[src/rtl/alu_shift_sequencer.sv]
// alu_shift_sequencer: multi-cycle SLL/SRL/SRA controller.
// Applies a requested shift in chunks of at most MAX_SHIFT bits per clock,
// with valid/ready handshakes on the request and result sides.
// Optional feature macro: SHIFT_SEQ_ZERO_BYPASS_EN. When it is defined, a
// zero shift amount skips the SHIFT state and lands directly in DONE.
module alu_shift_sequencer #(
  parameter int XLEN      = 32,
  parameter int SHAMT_W   = 5,
  parameter int MAX_SHIFT = 3,
  parameter int TAG_W     = 5
) (
  input  logic               clk,
  input  logic               rst_n,
  input  logic               req_valid,
  output logic               req_ready,
  input  logic [1:0]         req_op,
  input  logic [XLEN-1:0]    req_operand,
  input  logic [SHAMT_W-1:0] req_shamt,
  input  logic [TAG_W-1:0]   req_tag,
  input  logic               flush,
  output logic               res_valid,
  input  logic               res_ready,
  output logic [XLEN-1:0]    res_data,
  output logic [TAG_W-1:0]   res_tag,
  output logic               busy
);

  typedef enum logic [1:0] {
    IDLE  = 2'd0,
    SHIFT = 2'd1,
    DONE  = 2'd2
  } state_t;

  localparam logic [1:0] OP_SRL = 2'b01;
  localparam logic [1:0] OP_SRA = 2'b10;

  localparam logic [SHAMT_W-1:0] MAX_STEP = SHAMT_W'(MAX_SHIFT);

  state_t               state_q;
  state_t               state_d;
  logic [XLEN-1:0]      acc;
  logic [SHAMT_W-1:0]   rem;
  logic [1:0]           op_q;
  logic [TAG_W-1:0]     tag_q;

  logic                 accept;
  logic [SHAMT_W-1:0]   step;
  logic [SHAMT_W-1:0]   rem_next;
  logic [XLEN-1:0]      acc_shifted;

  // Chunk size for this cycle: whatever is left, capped at MAX_SHIFT.
  function automatic logic [SHAMT_W-1:0] step_amt(input logic [SHAMT_W-1:0] r);
    logic [SHAMT_W-1:0] s;
    s = (r < MAX_STEP) ? r : MAX_STEP;
    return s;
  endfunction

  // One chunk of the selected shift; reserved op code behaves as SLL.
  function automatic logic [XLEN-1:0] shift_by(
    input logic [XLEN-1:0]    v,
    input logic [1:0]         op,
    input logic [SHAMT_W-1:0] s
  );
    logic signed [XLEN-1:0] sv;
    logic        [XLEN-1:0] r;
    sv = $signed(v);
    case (op)
      OP_SRL:  r = v >> s;
      OP_SRA:  r = $unsigned(sv >>> s);
      default: r = v << s;
    endcase
    return r;
  endfunction

  assign accept      = req_valid && (state_q == IDLE) && !flush;
  assign step        = step_amt(rem);
  assign rem_next    = rem - step;
  assign acc_shifted = shift_by(acc, op_q, step);

  // State register.
  always_ff @(posedge clk or negedge rst_n) begin
    if (!rst_n) begin
      state_q <= IDLE;
    end else begin
      state_q <= state_d;
    end
  end

  // Next-state logic; flush overrides every other transition.
  always_comb begin
    state_d = state_q;
    case (state_q)
      IDLE: begin
        if (accept) begin
`ifdef SHIFT_SEQ_ZERO_BYPASS_EN
          state_d = (req_shamt == '0) ? DONE : SHIFT;
`else
          state_d = SHIFT;
`endif
        end
      end
      SHIFT: begin
        if (rem_next == '0) begin
          state_d = DONE;
        end
      end
      DONE: begin
        if (res_ready) begin
          state_d = IDLE;
        end
      end
      default: state_d = IDLE;
    endcase
    if (flush) begin
      state_d = IDLE;
    end
  end

  // Output decode from the registered state only; result fields read zero
  // outside DONE so intermediate shift values never appear on the bus.
  always_comb begin
    req_ready = 1'b0;
    res_valid = 1'b0;
    busy      = 1'b0;
    res_data  = '0;
    res_tag   = '0;
    case (state_q)
      IDLE:  req_ready = 1'b1;
      SHIFT: busy      = 1'b1;
      DONE: begin
        busy      = 1'b1;
        res_valid = 1'b1;
        res_data  = acc;
        res_tag   = tag_q;
      end
      default: req_ready = 1'b0;
    endcase
  end

  // Operand capture on accept, then one chunk per SHIFT cycle.
  always_ff @(posedge clk or negedge rst_n) begin
    if (!rst_n) begin
      acc   <= '0;
      rem   <= '0;
      op_q  <= '0;
      tag_q <= '0;
    end else if (accept) begin
      acc   <= req_operand;
      rem   <= req_shamt;
      op_q  <= req_op;
      tag_q <= req_tag;
    end else if (state_q == SHIFT) begin
      acc   <= acc_shifted;
      rem   <= rem_next;
    end
  end

endmodule

[config.mk]
export PLATFORM = sky130hd
export DESIGN_NAME = alu_shift_sequencer
export DESIGN_NICKNAME = d
export VERILOG_FILES = /design/src/rtl/alu_shift_sequencer.sv
export SDC_FILE = /design/constraint.sdc
export NUM_CORES = 1
export LEC_CHECK = 0
export ABC_AREA = 1
export CORE_ASPECT_RATIO = 1.4
export CORE_MARGIN = 10
export CORE_UTILIZATION = 39
export CTS_CLUSTER_SIZE = 30
export DETAILED_ROUTE_END_ITERATION = 10
export HOLD_SLACK_MARGIN = 0.06
export PLACE_DENSITY = 0.74
export SYNTH_ARGS = -nofsm -noshare
export SYNTH_HDL_FRONTEND = slang
export SYNTH_SLANG_ARGS = --single-unit
[constraint.sdc]
create_clock -name clk -period 2.7 [get_ports clk]
set_input_delay 0.405 -clock clk [delete_from_list [all_inputs] [get_ports clk]]
set_output_delay 0.405 -clock clk [all_outputs]
set_load 0.005 [all_outputs]
==> results by group <==
GRT
  • Gr ovfl total: 0
  • Vias in the first global route: slightly below 5000
  • Largest net degree at the start of global routing: slightly above 50
  • First-pass GRT wire length: ~23000 µm
  • GRT Total Usage: 0.1705
  • Antenna violations before repair: 0

Layout
  • Commonest non-fill, non-tap cell in the layout: nand2_1
  • Fill cells: roughly 1200
  • Register Area: roughly 1200 µm²
  • Area grow syn2layout: 26.74%
  • Antenna fix cells: 0
  • Most frequent cells in the layout: nand2_1, inv_1, clkdlybuf4s50_1, nand3_1, nor2_1
  • Layout cells sized above 1: 0.03763
  • Final net count: slightly above 900
  • Area of the multi-input gates: 2610 µm²

Clock network
  • Later-pin clock latency in the skew report: 0.30 ns
  • Post-CTS Setup Bufs: 0
  • Clock sink total: between 40 and 50
  • Clock root buffer: clkbuf_16
  • CTS Buf Count: 5
  • Post-cts sizing count: 0
  • CTS max path bufs: 2
  • Reg clk slew, reported paths: approximately 0.070 ns
  • H-tree depth: 2
  • CTS tree: built
  • Hold-fix buffers, CTS: 0

Worst setup path
  • CP top delay family: simple AND/OR/NAND/NOR gates
  • Crit end category: flip-flop
  • Biggest cell delay along the critical path: 0.74 ns
  • Worst setup SP type: flip-flop
  • Worst reg2reg endpoint: acc[11]$_DFFE_PN0P_
  • CP max-delay cell: inv_1
  • Cells on worst reg2reg path: 10
  • CP max FO: 30
  • Crit Path Category: reg2reg
  • Cells along the critical path: inv_2 -> nand3_2 -> nand2_1 -> inv_1 -> nand3_1 -> nand2_1 -> nor2_1 -> nand2_1 -> nand2_1 -> nand2_1
  • Reg2reg start: rem[2]$_DFFE_PN0P_
  • Reg2reg setup slack: ~0.39 ns
  • Worst path buffer plus inverter count: 2
  • Most common cell on crit path: nand2_1
  • Crit. path cell count: 10
  • Worst Path Required: just under 3 ns
  • Crit path DAT: roughly 2.6 ns

Synth
  • Top post-synthesis cells by area: nand2_1, dfrtp_1, inv_1, nand3_1, o21ai_0
  • Mean post-synth cell area: between 5 and 6 µm²
  • Instance count of the mapped netlist: about 810
  • Post-synthesis cell type count: 24
  • Syn nets: approximately 870
  • #FFs+latches synth: 46
  • Sequential area share after synthesis: 0.2609
  • Mapped Area: ~4400 µm²
  • Share of the synthesized area in the top cell type: 0.3097
  • Leading area contributor after synthesis: nand2_1
  • Synth warn: 0

Floorplanning
  • Site row count: 45
  • Die height: about 150 µm
  • Die Wd: 109.9 µm
  • I/O pin cnt: about 90
  • Die area: about 16000 µm²
  • Placeable core area: around 11000 µm²
  • Initial Util: 0.4018

STA
  • Final slew viol count: 0
  • Achievable Freq: ~430 MHz
  • Final min period: about 2.3 ns
  • Fin crit share: 0.8574
  • Slew @ Worst Pin: a little over 1 ns
  • RSZ-0062 raised after global routing: false
  • Max-slew headroom: 0.3280
  • Skew final: approximately 0.0058 ns
  • Final hold vios: 0
  • Setup WS post-layout: 0.3851 ns
  • Final setup viols: 0
  • Setup tns final: 0 ns

Drt
  • Vias: around 5200
  • Final wirelength: 13620 µm
  • Number of DRC markers in iteration 0: around 360
  • DR vias/cell: 5.097
  • DRC violations left: 0
  • Pre-Repair DR Iteration Count: 5
  • Final antenna-violating net count: 0
  • Post-DR wirelength/cell: 13.38 µm

Placement
  • RePlAce Congestion: about 0.94
  • HPWL Detailed: 9762 µm
  • Port Buffer Count: slightly below 90
  • DP Worst Slack: 0.4891 ns

Pwr
  • Sw Ratio: 0.5490
  • Comb power frac: 0.700
  • Flop pwr share: 0.193
  • Tot Pwr: 6.830 mW
  • NetSw: approximately 3.7 mW
  • Clock power share: 0.107
  • Peak supply drop: ~0.67 mV
  • Leakage: ~3.3 nW
  • Power Density: between 1000 and 1500 nW/µm²
  • Internal power: just over 3 mW

Min path
  • HP Class: in2async

Run status
  • Run status: finished clean

Run
  • Max cap viols: 0
layout make-up:
type,instances,share of cell area
Multi-Input combinational cell,600,0.4668
Tap cell,141,0.03155
Sequential cell,46,0.2059
Clock buffer,5,0.02238
Timing Repair Buffer,105,0.1862
Inverter,118,0.07921
Clock inverter,3,0.008055
power groups by stage:
stage | logic, mW | registers, mW | clock network (mW)
4_1_cts | 4.77 | 1.32 | 0.734
2_1_floorplan | 3.56 | 1.22 | 0
6_report | 4.78 | 1.32 | 0.730
3_3_place_gp | 4.71 | 1.33 | 0
5_1_grt | 5.52 | 1.37 | 0.762
3_5_place_dp | 4.74 | 1.33 | 0
kinds of logic after synthesis:
group | after synthesis | synth area share
simple gates | 528 | 0.4923
fa+ha+maj | 7 | 0.01985
buf+inv | 165 | 0.1475
compound gates | 65 | 0.07941
flops | 46 | 0.2609
metal layers:
| metal | track usage | wire length [µm] | vias to the layer above |
|---|---|---|---|
| met5 | 0 | 0 | - |
| met4 | 0.06789 | 335 | 0 |
| met3 | 0.02523 | 905 | 27 |
| met2 | 0.2965 | 6961 | 200 |
| met1 | 0.1996 | 5420 | 2328 |
| li1 | - | - | 2634 |
cell usage after synthesis:
cell      instances
buf_2            19
o31ai_1           1
o21ai_0          47
nor2_2            1
inv_2             3
o22ai_1           1
o221ai_1          2
clkbuf_1         19
nand4_1          29
buf_4             2
nand3_1          79
nor2_1           52
a31oi_1           1
a21oi_1           7
nand3_2           1
buf_1             7
dfrtp_1          46
nand2_1         364
inv_1           115
nand2_2           1
o211ai_1          5
o21ai_1           1
ha_1              7
nor2_4            1
worst max-delay path by stage:
stage	slack (ns)	startpoint	to
6_report	0.39	rem[2]$_DFFE_PN0P_	acc[11]$_DFFE_PN0P_
5_1_grt	0.14	rem[2]$_DFFE_PN0P_	acc[11]$_DFFE_PN0P_
4_1_cts	0.38	state_q[0]$_DFFE_PN0P_	res_data[31]
3_5_place_dp	0.49	rem[2]$_DFFE_PN0P_	acc[11]$_DFFE_PN0P_
3_3_place_gp	0.50	rem[2]$_DFFE_PN0P_	acc[12]$_DFFE_PN0P_
2_1_floorplan	0.95	state_q[0]$_DFFE_PN0P_	res_data[0]
state kept, by name (all words and copies together) (netlist names):
| register | cells |
|---|---|
| state_q | 2 |
| rem | 5 |
| tag_q | 5 |
| acc | 32 |
| op_q | 2 |
through the flow:
step | hold WS (ns) | area [µm²] | std cells | utilization
floorplan | 0.1094 | 4412 | 811 | -
global placement | 0.4620 | 5421 | 1010 | 0.4938
detailed placement | 0.4658 | 5421 | 1010 | 0.4938
finish | 0.1940 | 5592 | 1018 | 0.5093
CTS | 0.2228 | 5592 | 1018 | 0.5093
global route | 0.2455 | 5592 | 1018 | 0.5093
worst reg2reg max path, cell delays in order (launching register included):
cell	delay [ns]
dfrtp_1	0.42
inv_2	0.17
nand3_2	0.29
nand2_1	0.09
inv_1	0.74
nand3_1	0.21
nand2_1	0.11
nor2_1	0.04
nand2_1	0.08
nand2_1	0.05
nand2_1	0.05
Note: power is estimated with default switching activity, not from simulation.
